`src/rtl/store_buffer_pkg.sv`:
```
// Shared types for the store buffer: size encodings, FSM states and the queued entry payload.
package store_buffer_pkg;

  localparam int unsigned SB_ADDR_W = 64;
  localparam int unsigned SB_DATA_W = 64;
  localparam int unsigned SB_BE_W   = SB_DATA_W / 8;

  localparam logic [1:0] SZ_B = 2'b00;
  localparam logic [1:0] SZ_H = 2'b01;
  localparam logic [1:0] SZ_W = 2'b10;
  localparam logic [1:0] SZ_D = 2'b11;

  typedef enum logic {
    IDLE  = 1'b0,
    WRITE = 1'b1
  } sb_state_e;

  typedef struct packed {
    logic [SB_ADDR_W-1:0] addr;
    logic [SB_DATA_W-1:0] data;
    logic [SB_BE_W-1:0]   be;
  } sb_entry_t;

  // Unshifted byte-enable pattern for an access size.
  function automatic logic [SB_BE_W-1:0] size_be(input logic [1:0] size);
    case (size)
      SZ_B:    size_be = 8'h01;
      SZ_H:    size_be = 8'h03;
      SZ_W:    size_be = 8'h0F;
      default: size_be = 8'hFF;
    endcase
  endfunction

endpackage

```
`src/rtl/store_lane_align.sv`:
```
// Combinational lane steering: size masking, byte-lane shift, byte enables and misalignment detect.
module store_lane_align
  import store_buffer_pkg::*;
(
  input  logic [2:0]           i_offset,
  input  logic [1:0]           i_size,
  input  logic [SB_DATA_W-1:0] i_data,
  output logic                 o_misalign,
  output logic [SB_DATA_W-1:0] o_wdata,
  output logic [SB_BE_W-1:0]   o_be
);

  logic [SB_DATA_W-1:0] w_mask;

  always_comb begin
    w_mask     = '1;
    o_misalign = 1'b0;
    case (i_size)
      SZ_B: begin
        w_mask     = 64'h0000_0000_0000_00FF;
        o_misalign = 1'b0;
      end
      SZ_H: begin
        w_mask     = 64'h0000_0000_0000_FFFF;
        o_misalign = i_offset[0];
      end
      SZ_W: begin
        w_mask     = 64'h0000_0000_FFFF_FFFF;
        o_misalign = |i_offset[1:0];
      end
      default: begin
        w_mask     = '1;
        o_misalign = |i_offset;
      end
    endcase
    o_wdata = (i_data & w_mask) << {i_offset, 3'b000};
    o_be    = size_be(i_size) << i_offset;
  end

endmodule

```
`src/rtl/store_buffer.sv`:
```
// In-order store buffer draining to the data-memory write port over a valid/ack handshake.
// Optional load-forwarding search is enabled by defining STORE_BUFFER_FWD_EN.
module store_buffer
  import store_buffer_pkg::*;
#(
  parameter int unsigned DEPTH  = 4,
  parameter int unsigned ADDR_W = SB_ADDR_W
) (
  input  logic                    clk,
  input  logic                    rst_n,
  input  logic                    req_valid,
  output logic                    req_ready,
  input  logic [ADDR_W-1:0]       req_addr,
  input  logic [SB_DATA_W-1:0]    req_data,
  input  logic [1:0]              req_size,
  output logic                    misalign,
  output logic                    mem_wr_en,
  output logic [ADDR_W-1:0]       mem_addr,
  output logic [SB_DATA_W-1:0]    mem_wdata,
  output logic [SB_BE_W-1:0]      mem_be,
  input  logic                    mem_ack,
  output logic [$clog2(DEPTH):0]  count,
  output logic                    empty,
  output logic                    full
`ifdef STORE_BUFFER_FWD_EN
  ,
  input  logic [ADDR_W-1:0]       fwd_addr,
  output logic                    fwd_hit,
  output logic [SB_DATA_W-1:0]    fwd_data
`endif
);

  localparam int unsigned PTR_W = $clog2(DEPTH);
  localparam int unsigned CNT_W = PTR_W + 1;

  sb_entry_t            r_mem [DEPTH];
  logic [PTR_W-1:0]     r_head;
  logic [PTR_W-1:0]     r_tail;
  logic [CNT_W-1:0]     r_count;
  logic                 r_misalign;
  sb_state_e            r_state;
  sb_state_e            w_state_next;

  logic                 w_misalign;
  logic [SB_DATA_W-1:0] w_wdata;
  logic [SB_BE_W-1:0]   w_be;
  logic                 w_accept;
  logic                 w_push;
  logic                 w_pop;
  logic [CNT_W-1:0]     w_count_next;
  sb_entry_t            w_entry;
  sb_entry_t            w_head;

  store_lane_align u_align (
    .i_offset   (req_addr[2:0]),
    .i_size     (req_size),
    .i_data     (req_data),
    .o_misalign (w_misalign),
    .o_wdata    (w_wdata),
    .o_be       (w_be)
  );

  assign full      = (r_count == CNT_W'(DEPTH));
  assign empty     = (r_count == '0);
  assign req_ready = !full;
  assign count     = r_count;
  assign misalign  = r_misalign;

  assign w_accept     = req_valid && !full;
  assign w_push       = w_accept && !w_misalign;
  assign w_pop        = (r_state == WRITE) && mem_ack;
  assign w_count_next = r_count + CNT_W'(w_push) - CNT_W'(w_pop);
  assign w_head       = r_mem[r_head];

  always_comb begin
    w_entry      = '0;
    w_entry.addr = SB_ADDR_W'({req_addr[ADDR_W-1:3], 3'b000});
    w_entry.data = w_wdata;
    w_entry.be   = w_be;
  end

  // Entry storage carries no reset; validity is tracked by the pointers and count.
  always_ff @(posedge clk) begin
    if (w_push) r_mem[r_tail] <= w_entry;
  end

  always_ff @(posedge clk or negedge rst_n) begin
    if (!rst_n) begin
      r_head     <= '0;
      r_tail     <= '0;
      r_count    <= '0;
      r_misalign <= 1'b0;
    end else begin
      if (w_push) r_tail <= r_tail + PTR_W'(1);
      if (w_pop)  r_head <= r_head + PTR_W'(1);
      r_count    <= w_count_next;
      r_misalign <= w_accept && w_misalign;
    end
  end

  always_ff @(posedge clk or negedge rst_n) begin
    if (!rst_n) r_state <= IDLE;
    else        r_state <= w_state_next;
  end

  // Head entry is presented only while writing; outputs hold until the ack pops it.
  always_comb begin
    w_state_next = r_state;
    mem_wr_en    = 1'b0;
    mem_addr     = '0;
    mem_wdata    = '0;
    mem_be       = '0;
    case (r_state)
      IDLE: begin
        if (r_count != '0) w_state_next = WRITE;
      end
      WRITE: begin
        mem_wr_en = 1'b1;
        mem_addr  = ADDR_W'(w_head.addr);
        mem_wdata = w_head.data;
        mem_be    = w_head.be;
        if (mem_ack && (w_count_next == '0)) w_state_next = IDLE;
      end
      default: w_state_next = IDLE;
    endcase
  end

`ifdef STORE_BUFFER_FWD_EN
  logic [SB_ADDR_W-1:0] w_fwd_line;
  logic [PTR_W-1:0]     w_idx;

  // Walk oldest to youngest so the youngest full-doubleword match wins.
  always_comb begin
    fwd_hit    = 1'b0;
    fwd_data   = '0;
    w_idx      = '0;
    w_fwd_line = SB_ADDR_W'({fwd_addr[ADDR_W-1:3], 3'b000});
    for (int unsigned i = 0; i < DEPTH; i++) begin
      w_idx = r_head + PTR_W'(i);
      if ((CNT_W'(i) < r_count) && (r_mem[w_idx].addr == w_fwd_line) &&
          (r_mem[w_idx].be == 8'hFF)) begin
        fwd_hit  = 1'b1;
        fwd_data = r_mem[w_idx].data;
      end
    end
  end
`endif

endmodule
```
`config.mk`:
```
export PLATFORM = sky130hd
export DESIGN_NAME = store_buffer
export DESIGN_NICKNAME = d
export VERILOG_FILES = /design/src/rtl/store_buffer_pkg.sv /design/src/rtl/store_lane_align.sv /design/src/rtl/store_buffer.sv
export SDC_FILE = /design/constraint.sdc
export NUM_CORES = 1
export LEC_CHECK = 0
export CORE_MARGIN = 10
export CORE_UTILIZATION = 35
export CTS_BUF_LIST = sky130_fd_sc_hd__clkbuf_8
export DETAILED_ROUTE_END_ITERATION = 8
export DONT_BUFFER_PORTS = 1
export GPL_TIMING_DRIVEN = 1
export SLEW_MARGIN = 20
export SYNTH_ARGS = -nofsm -noshare
export SYNTH_HDL_FRONTEND = slang
export SYNTH_SLANG_ARGS = --single-unit
export TNS_END_PERCENT = 30
```
`constraint.sdc`:
```
create_clock -name clk -period 5.7 [get_ports clk]
set_input_delay 1.71 -clock clk [delete_from_list [all_inputs] [get_ports clk]]
set_output_delay 1.71 -clock clk [all_outputs]
set_load 0.05 [all_outputs]
```
==> out/qor.txt <==
Run status: finished, final reports clean
Antenna violations before repair: 3
Chip height: 273 um
Vias in the first global route: 11800
PD cells: 537 mW/mm^2
Most frequent cell after synthesis: edfxtp_1
Leakage Power: 8.11 nW
Post-route clock skew: 0.0422 ns
Initial Util: 0.354
Final worst path period share: 0.829
CP peak stage delay: 0.99 ns
Yosys top cell area share: 0.714
TritonCTS clock tree: yes
Clock sink count: 541
FF+latch count, synth: 541
Post-CTS Setup Bufs: 0
Avg Inst Size Synth: 18.6 sq um
Final hold vios: 0
TritonRoute pass-1 iters: 6
CP Capture Type: output pin
Register-to-register setup slack: 2.12 ns
Clk_lat worst skew: 0.68 ns
Endpoints failing setup: 0
Total wire length: 57200 um
Worst vdd ir: 0.000296 V
Row cnt: 92
Sw Share: 0.409
Die W: 273 um
DRT antenna net count: 0
Min cycle time layout: 4.73 ns
Syn. warnings: 0
Largest cells by area after synthesis: edfxtp_1 71%, mux4_2 13%, and2_1 4.3%
Max-cap viol count: 0
Mapped Cells: 1203
Dpl cell area: 0.0234 sq mm
Worst endpoint required time: 3.99 ns
Int Power: 7.98 mW
Cell Area, Synth: 0.0224 sq mm
Worst Max-Slew Pin Slew: 0.967 ns
Largest area contributor in the netlist: edfxtp_1
Seq pwr share: 0.384
Global-route wire length before repair: 83000 um
Gate power share: 0.374
GP Congestion: 0.892
Unrepaired setup endpoints after global routing: false
Bufs on Longest Clock Path: 3
RR Endpoint: r_state
Reg clk slew, reported paths: 0.06 ns
Sequential area share after synthesis: 0.724
Level count of the clock H-tree: 3
Port bufs: 0
Num CTS Buffers: 90
First DRT Iteration DRCs: 925
Worst hold start: r_tail[1]
Hold WC Path Type: reg2reg
Post-synth ARST share: 0.0166
Die area: 0.0745 sq mm
Share of cells above drive strength 1: 0.219
Synth top cells by count: 532 x edfxtp_1, 153 x and2_1, 133 x mux4_2
Unique masters post-synth: 40
Crit-path cells: buf_4 > mux4_2 > and2_1
Critical Path AT: 3.02 ns
Buf/Inv on CP: 1
Clock share of power: 0.242
Filler cell count: 5676
Slowest stage cell, crit path: dfrtp_4
Primary FF master, synth: edfxtp_1
Area grow syn2layout: 12.3%
Worst Path Max Fanout: 38
Routed vias/inst: 5.27
Relative slew slack: 0.352
R2R Path Start: count[1]
Routed WL per cell: 26.5 um
All-Layer GR Usage: 0.150
NetSw: 5.52 mW
Worst Setup Path Type: reg2out
# IOs: 278
Grt ovf: 0
Slew Limit Fails: 0
Largest net degree at the start of global routing: 69
Vias: 11400
Worst Hold Margin: 0.594 ns
CTS root buf: clkbuf_8
Worst hold path stage count: 1
Post-synth EDFFs: 532
Max Fclk: 212 MHz
Hold endpoint: r_tail[1]
# resized after CTS: 0
Final core utilization: 0.398
Drt drc: 0
Nets: 1381
Post-route cell area: 0.0251 sq mm
Dpl hpwl: 37600 um
Hold Buf Count CTS: 0
Depth of the most critical reg-to-reg path: 13
Placeable core area: 0.0632 sq mm
Startpoint Class: flop
Largest delay share family, worst path: flip-flops
-- cell type report --
cell class	count	area, sq um	share of cell area
inverter	10	37.5	0.00149
timing repair buffer	26	370	0.0147
antenna	1	2.50	0.0000996
clock inverter	70	435	0.0173
tap	846	1060	0.0421
clock buffer	93	1280	0.0509
multi-input combinational	571	5740	0.228
sequential	541	16200	0.645
-- registers in the layout, indices dropped and copies added (netlist names) --
name / flops
r_mem: 532
count: 3
r_tail: 2
misalign: 1
r_state: 1
r_head: 2
-- metal layers --
metal / wire length (um) / vias to the layer above / global-route usage
met2: 27500 / 544 / 0.238
met5: 0 / - / 0
met1: 21900 / 5879 / 0.186
met4: 976 / 0 / 0.0374
li1: - / 4879 / -
met3: 6750 / 80 / 0.0666
-- kinds of logic (layout without fill, tap and decap cells) --
family / Yosys count / after routing / synth area share
multiplexers: 167 / 167 / 0.149
XOR/XNOR: 5 / 5 / 0.00196
adder cells (fa/ha/maj): 7 / 7 / 0.00425
flip-flops: 541 / 541 / 0.724
buffers and inverters: 93 / 199 / 0.0209
AO/OA/AOI/OAI: 115 / 115 / 0.0344
other: 1 / 4 / 0.000168
AND/OR/NAND/NOR: 274 / 274 / 0.0654
-- worst max path at each step --
| stage | startpoint | to | slack (ns) | cells past startpoint |
|---|---|---|---|---|
| finish | r_head[0] | mem_wdata[20] | 0.97 | 3 |
| global route | r_head[0] | mem_wdata[20] | 0.73 | 3 |
| CTS | r_head[0] | mem_wdata[20] | 0.80 | 3 |
| detailed placement | req_addr[1] | r_state | 1.16 | 13 |
| global placement | req_addr[1] | r_state | 1.20 | 13 |
| floorplan | req_size[0] | r_mem[0][0] | -0.38 | 6 |
-- placed cells by master, fill, tap and decap left out, types with 14 or more instances in the layout --
| master | n |
|---|---|
| o21ai_0 | 17 |
| a21oi_1 | 38 |
| buf_12 | 14 |
| edfxtp_1 | 532 |
| and2_1 | 149 |
| nand2_1 | 31 |
| nor2_1 | 65 |
| clkinv_1 | 22 |
| inv_1 | 36 |
| mux4_2 | 133 |
| clkbuf_8 | 93 |
| mux2i_1 | 32 |
-- per-stage QoR --
stage	TNS (ns)	total power [mW]	cells	setup WS, ns
2_1_floorplan	-102.18	9.48	1205	-0.384
3_3_place_gp	0	10.4	1994	1.20
3_5_place_dp	0	10.5	1994	1.16
4_1_cts	0	13.8	2157	0.805
5_1_grt	0	14.1	2157	0.733
6_report	0	13.5	2158	0.974
-- worst register-to-register path, stage by stage, from the launching register on --
cell and delay, ns:
dfrtp_1 0.79, nor2_1 0.11, nand2_1 0.51, and3_1 0.43, inv_1 0.08, ha_1 0.29, inv_1 0.05, ha_1 0.14
inv_1 0.06, fa_1 0.40, xnor2_1 0.14, xnor2_1 0.17, nor4_1 0.19, a21oi_1 0.07
-- power groups by stage --
stage          Combinational (mW)  Sequential, mW  Clock (mW)
5_1_grt                      5.31            5.24        3.56
3_3_place_gp                 5.16            5.26           0
3_5_place_dp                 5.17            5.29           0
2_1_floorplan                4.39            5.10           0
6_report                     5.04            5.18        3.27
4_1_cts                      5.18            5.20        3.38
Power figures use the tool's default switching activity.
